**src/rtl/box_pkg.sv**
```systemverilog
// rtl/box_pkg.sv - shared constants for the box move controller and position datapath
// Purpose: PS/2 scancodes, direction encoding, decoder state type, screen geometry.
// Ports:   none (package).
package box_pkg;

   localparam logic [7:0] SC_W  = 8'h1D;
   localparam logic [7:0] SC_A  = 8'h1C;
   localparam logic [7:0] SC_S  = 8'h1B;
   localparam logic [7:0] SC_D  = 8'h23;
   localparam logic [7:0] SC_F0 = 8'hF0;
   localparam logic [7:0] SC_E0 = 8'hE0;

   localparam logic [1:0] DIR_UP    = 2'd0;
   localparam logic [1:0] DIR_LEFT  = 2'd1;
   localparam logic [1:0] DIR_DOWN  = 2'd2;
   localparam logic [1:0] DIR_RIGHT = 2'd3;

   localparam int PIX_WIDTH  = 640;
   localparam int PIX_HEIGHT = 480;
   localparam int PIX_STEP   = 8;

   typedef enum logic [1:0] {
      DEC_IDLE,
      DEC_BRK,
      DEC_EXT,
      DEC_EXT_BRK
   } dec_state_t;

   // {is_wasd, dir}
   function automatic logic [2:0] scan_to_dir(input logic [7:0] code);
      case (code)
         SC_W:    return {1'b1, DIR_UP};
         SC_A:    return {1'b1, DIR_LEFT};
         SC_S:    return {1'b1, DIR_DOWN};
         SC_D:    return {1'b1, DIR_RIGHT};
         default: return 3'b000;
      endcase
   endfunction

endpackage

```
**src/rtl/rr_arbiter4.sv**
```systemverilog
// rtl/rr_arbiter4.sv - 4-way round-robin pick, combinational
// Purpose: grant the first set request after ptr, wrapping 3->0; ptr itself is searched last.
// Ports:   req[3:0] requests, ptr[1:0] last granted index,
//          grant[3:0] one-hot grant, grant_idx[1:0] its index, grant_any any request granted.
module rr_arbiter4 (
   input  logic [3:0] req,
   input  logic [1:0] ptr,
   output logic [3:0] grant,
   output logic [1:0] grant_idx,
   output logic       grant_any
);

   logic [1:0] cand;

   always_comb begin
      grant     = 4'b0000;
      grant_idx = ptr;
      grant_any = 1'b0;
      cand      = 2'd0;
      for (int i = 1; i <= 4; i++) begin
         cand = ptr + 2'(i);
         if (!grant_any && req[cand]) begin
            grant_any   = 1'b1;
            grant_idx   = cand;
            grant[cand] = 1'b1;
         end
      end
   end

endmodule

```
**src/rtl/box_move_ctrl.sv**
```systemverilog
// rtl/box_move_ctrl.sv - WASD typematic move scheduler with round-robin move port
// Purpose: decode PS/2 make/break for W/A/S/D, generate frame-paced repeats,
//          and offer one pending direction at a time on a valid/ready port.
// Ports:   CLOCK, RESET (sync, active-high); kbd_byte/kbd_valid received bytes;
//          frame_tick frame strobe; move_valid/move_dir/move_ready move port;
//          keys_held held bitmap by dir; busy = pending or offering a move.
module box_move_ctrl
   import box_pkg::*;
#(
   parameter int REPEAT_DELAY = 15,
   parameter int REPEAT_RATE  = 3,
   parameter int CNT_W        = 5
) (
   input  logic       CLOCK,
   input  logic       RESET,
   input  logic [7:0] kbd_byte,
   input  logic       kbd_valid,
   input  logic       frame_tick,
   output logic       move_valid,
   output logic [1:0] move_dir,
   input  logic       move_ready,
   output logic [3:0] keys_held,
   output logic       busy
);

   dec_state_t state, state_nx;
   logic [2:0] code_hit;
   logic [3:0] key_sel;
   logic       make_ev, brk_ev;
   logic [3:0] held, opp_held, elig, pending;
   logic [1:0] ptr;
   logic [3:0] grant;
   logic [1:0] grant_idx;
   logic       grant_any, pick;

   assign code_hit = scan_to_dir(kbd_byte);
   assign key_sel  = 4'b0001 << code_hit[1:0];

   always_ff @(posedge CLOCK) begin
      if (RESET) state <= DEC_IDLE;
      else       state <= state_nx;
   end

   // Extended sequences (E0 xx, E0 F0 xx) are consumed without producing events.
   always_comb begin
      state_nx = state;
      make_ev  = 1'b0;
      brk_ev   = 1'b0;
      if (kbd_valid) begin
         case (state)
            DEC_IDLE: begin
               if (kbd_byte == SC_F0)      state_nx = DEC_BRK;
               else if (kbd_byte == SC_E0) state_nx = DEC_EXT;
               else                        make_ev  = code_hit[2];
            end
            DEC_BRK: begin
               brk_ev   = code_hit[2];
               state_nx = DEC_IDLE;
            end
            DEC_EXT:     state_nx = (kbd_byte == SC_F0) ? DEC_EXT_BRK : DEC_IDLE;
            DEC_EXT_BRK: state_nx = DEC_IDLE;
            default:     state_nx = DEC_IDLE;
         endcase
      end
   end

   // Opposite of dir d is d^2 (UP/DOWN, LEFT/RIGHT).
   assign opp_held = {held[1], held[0], held[3], held[2]};

   for (genvar d = 0; d < 4; d++) begin : g_key
      logic             held_r, first_r;
      logic [CNT_W-1:0] cnt;

      assign held[d] = held_r;
      assign elig[d] = frame_tick && held_r && (cnt == '0) && !opp_held[d];

      // Make/break win over the frame update; a key made this cycle was not
      // held when the tick was sampled, so it waits for the next tick.
      always_ff @(posedge CLOCK) begin
         if (RESET) begin
            held_r  <= 1'b0;
            first_r <= 1'b0;
            cnt     <= '0;
         end else if (make_ev && key_sel[d] && !held_r) begin
            held_r  <= 1'b1;
            first_r <= 1'b1;
            cnt     <= '0;
         end else if (brk_ev && key_sel[d]) begin
            held_r  <= 1'b0;
            first_r <= 1'b0;
            cnt     <= '0;
         end else if (frame_tick && held_r) begin
            if (cnt == '0) begin
               cnt     <= first_r ? CNT_W'(REPEAT_DELAY - 1) : CNT_W'(REPEAT_RATE - 1);
               first_r <= 1'b0;
            end else begin
               cnt <= cnt - CNT_W'(1);
            end
         end
      end
   end

   rr_arbiter4 u_arb (
      .req       (pending),
      .ptr       (ptr),
      .grant     (grant),
      .grant_idx (grant_idx),
      .grant_any (grant_any)
   );

   // Only pick while the port is empty, so issue rate is at most one per 2 cycles.
   assign pick = !move_valid && grant_any;

   always_ff @(posedge CLOCK) begin
      if (RESET) begin
         pending    <= 4'b0000;
         ptr        <= 2'd3;
         move_valid <= 1'b0;
         move_dir   <= 2'd0;
      end else begin
         pending <= (pending & ~(grant & {4{pick}})) | elig;
         if (pick) begin
            move_valid <= 1'b1;
            move_dir   <= grant_idx;
            ptr        <= grant_idx;
         end else if (move_valid && move_ready) begin
            move_valid <= 1'b0;
         end
      end
   end

   assign keys_held = held;
   assign busy      = (|pending) || move_valid;

endmodule

```
**config.mk**
```make
export PLATFORM = sky130hd
export DESIGN_NAME = box_move_ctrl
export DESIGN_NICKNAME = d
export VERILOG_FILES = /design/src/rtl/box_pkg.sv /design/src/rtl/rr_arbiter4.sv /design/src/rtl/box_move_ctrl.sv
export SDC_FILE = /design/constraint.sdc
export NUM_CORES = 1
export LEC_CHECK = 0
export BUFFER_PORTS_ARGS = -buffer_cell sky130_fd_sc_hd__buf_2
export CORE_ASPECT_RATIO = 2
export CORE_MARGIN = 5
export CORE_UTILIZATION = 55
export CTS_CLUSTER_DIAMETER = 50
export DETAILED_ROUTE_END_ITERATION = 8
export GPL_TIMING_DRIVEN = 0
export PLACE_DENSITY = 0.74
export SETUP_SLACK_MARGIN = 0.5
export SYNTH_ARGS = -nofsm -noshare
export SYNTH_HDL_FRONTEND = slang
export SYNTH_SLANG_ARGS = --single-unit
```
**constraint.sdc**
```tcl
create_clock -name CLOCK -period 7.09 [get_ports CLOCK]
set_input_delay 0 -clock CLOCK [delete_from_list [all_inputs] [get_ports CLOCK]]
set_output_delay 0 -clock CLOCK [all_outputs]
set_load 0.01 [all_outputs]
```
==> summary.md <==
| Metric | Value |
|---|---|
| Total number of vias | roughly 2,400 |
| Area delta synth->final | 11.30% |
| Total length of routed wires | 5.960 mm |
| Main combinational cell family by area after synthesis | simple AND/OR/NAND/NOR gates |
| YS warnings | 0 |
| Antenna violations before repair | 0 |
| Static leakage | ~1.1 nW |
| # setup viols final | 0 |
| Fin Hold WS | 31.48 ps |
| Largest net degree at the start of global routing | 13 |
| Clock buffer depth | 2 |
| Synth Area in Adders | 6.051% |
| Synthesized-area fraction occupied by xor and xnor cells | 0.3530% |
| Most common cell after layout, fill and taps aside | dfxtp_1 |
| Worst skew pair latency | between 200 and 300 ps |
| First-pass DRT Iterations | 4 |
| Vias in the first global route | 2,388 |
| TritonCTS clock tree | yes |
| VDD IR max | 0.1470 mV |
| Post-Route Skew | 5.502 ps |
| Crit start category | flip-flop |
| Vias per cell | 6.126 |
| WP data required | approximately 7300 ps |
| Syn_nets | 340 |
| CTS root buf | clkbuf_8 |
| Global-route wire length before repair | just over 10 mm |
| Top_reg_cell synth | dfxtp_1 |
| Final slew viol count | 0 |
| Largest stage delay, worst path | a little under 700 ps |
| Resized Gates After CTS | 0 |
| ANT nets after route | 0 |
| Crit. End Element | flip-flop |
| CP max FO | 11 |
| Syn_area_per_cell | 7.877 um^2 |
| HPWL Detailed | 4.556 mm |
| Mux cell area share after synthesis | 3.480% |
| Num CTS Buffers | 5 |
| Clk pin slew, worst setup/hold paths | 80 ps |
| Grt total ovfl | 0 |
| Post-CTS Hold Fix Bufs | 0 |
| Hold WC Path Type | in -> reg |
| CP Cell Sequence | inv_1 -> ha_1 -> clkbuf_1 -> or4b_2 -> nand3_1 -> nor3_1 -> o311ai_0 -> o211a_1 |
| Most frequent cells in the layout | 39 x dfxtp_1, 33 x nor2_1, 31 x nand2_1 |
| Synth Area in Simple Gates | 30.41% |
| Kind of critical path | reg -> reg |
| PortBufs | 19 |
| Total GRT Usage | 20.81% |
| Share of cells above drive strength 1 | 16.08% |
| Final period demand of the worst path | just over 3000 ps |
| # diodes | 0 |
| Compound-Gate Fraction of Synth Area | roughly 22% |
| Max Clock Freq | about 320 MHz |
| Max-slew headroom | between 50% and 60% |
| Die height | 105.0 um |
| Library cells used by synthesis | 59 |
| Synth Register Bits | 39 |
| Cell row count | 34 |
| Initial Util | about 57% |
| CTS H-Tree Depth | 2 |
| Final net count | 366 |
| Die width | about 57 um |
| Crit-path slowest cell | or4b_2 |
| Initial drt markers | 99 |
| CTS sink count | 39 |
| # DRC | 0 |
| Sequential share of the synthesized area | approximately a third |
| Setup bufs post-CTS | 0 |
| Post-synth EDFFs | 0 |
| Die area | approximately 6000 um^2 |
| PwrDens | 155.6 nW/um^2 |
| Cells after Synth | 315 |
| Routability cong. | between 0.9 and 1 |
| Final hold vios | 0 |
| RSZ-0062 raised after global routing | no |
| CP arrival | 3320 ps |
| Max cap viols | 0 |
| Total core area | 4382 um^2 |
| Tcrit/Tclk final | 43.49% |
| Total I/O pin count | 21 |
| Status | complete, no violations |
| Average wire per standard cell | 15.05 um |
| Synthesized area | 2481 um^2 |
| Asr flop ratio synth | 0% |
| Slew @ Worst Pin | 671.5 ps |
| Setup TNS Final | 0 ps |
worst max-delay path, delay by kind of cell (launching register included):
kind            cells  cell delay [ps]
fa+ha+maj           1              360
buf+inv             2              480
simple gates        3              850
flops               1              590
compound gates      2              740
metrics by stage:
stage               utilization, %  setup WS (ps)  total power, W  instance area [um^2]  std cells
floorplan                        -           4484       0.0002352                  2481        315
global placement             60.34           4077       0.0002438                  2644        388
detailed placement           60.34           4078       0.0002443                  2644        388
CTS                          63.02           4058       0.0004338                  2761        396
global route                 63.02           3798       0.0004478                  2761        396
finish                       63.02           4006       0.0004296                  2761        396
layout make-up:
class / count / area [um^2]
Fill cell: 420 / 1620
Multi-Input combinational cell: 242 / 1553
Sequential cell: 39 / 780.7
Timing Repair Buffer: 19 / 95.09
Buffer: 19 / 91.34
Clock buffer: 6 / 82.58
Tap cell: 54 / 67.56
Inverter: 15 / 56.30
Clock inverter: 2 / 35.03
power by group:
group	internal, W	leakage, nW	total, W	switching (W)
registers	0.000219	0.314	0.000219	0.000000356
clock network	0.000114	0.0612	0.000191	0.0000769
logic	0.00000680	0.686	0.0000194	0.0000126
total	0.000340	1.06	0.000430	0.0000898
cell usage after synthesis, types with 2 or more instances:
library cell / number / share of area [%]
buf_4: 4 / 1.2
or2_2: 2 / 0.50
a22o_1: 2 / 0.71
a21oi_2: 2 / 0.71
or4_1: 3 / 0.91
nor4b_1: 6 / 2.1
ha_1: 12 / 6.1
or4b_2: 2 / 0.81
o311ai_0: 2 / 0.71
clkbuf_1: 11 / 1.7
mux2i_1: 3 / 1.2
a221o_1: 4 / 1.6
nand3b_1: 4 / 1.2
o31ai_1: 4 / 1.2
nand2_1: 31 / 4.7
nand4_1: 4 / 1.0
nor2b_1: 2 / 0.50
nand2b_1: 5 / 1.3
a22oi_1: 2 / 0.60
nor3_1: 18 / 3.6
nor2_1: 33 / 5.0
nand3_1: 10 / 2.0
or3_1: 4 / 1.0
a221oi_1: 3 / 1.1
a31o_2: 2 / 0.71
inv_1: 15 / 2.3
dfxtp_1: 39 / 31
buf_2: 4 / 0.81
a211oi_1: 3 / 0.91
and3_1: 2 / 0.50
or3_2: 3 / 0.91
a21oi_1: 29 / 5.8
mux4_2: 2 / 1.8
o41ai_1: 2 / 0.71
o22ai_1: 2 / 0.50
o21ai_0: 16 / 3.2
sequential cells by signal (all words and copies together) (netlist names):
register       count
g_key.held_r       4
pending            4
move_dir           2
g_key.cnt         20
move_valid         1
g_key.first_r      4
state              2
ptr                2
worst paths after layout:
check	startpoint	to	slack, ps	cells after the start
setup / recovery	ptr[1]$_SDFFE_PP1P_	move_dir[1]$_SDFFE_PP0P_	4010	8
hold reg to reg	g_key[1].cnt[4]$_SDFFE_PP0P_	g_key[1].cnt[4]$_SDFFE_PP0P_	450	2
hold / removal	kbd_valid	state[0]$_SDFFE_PP0P_	30	3
setup reg to reg	ptr[1]$_SDFFE_PP1P_	move_dir[1]$_SDFFE_PP0P_	4010	8
cells by family (layout without fill, tap and decap cells):
family	after synthesis	after routing
multiplexers	6	6
adder cells (fa/ha/maj)	12	12
buffers and inverters	34	61
AO/OA/AOI/OAI	84	84
AND/OR/NAND/NOR	139	139
flip-flops	39	39
XOR/XNOR	1	1
per-layer routing:
metal,vias up,global-route usage (%),wire [um]
met3,19,2.840,194
met2,59,37.22,3277
li1,1204,-,-
met4,0,10.95,211
met5,-,0,0
met1,1144,22.77,2277
Note: power is estimated with default switching activity, not from simulation.
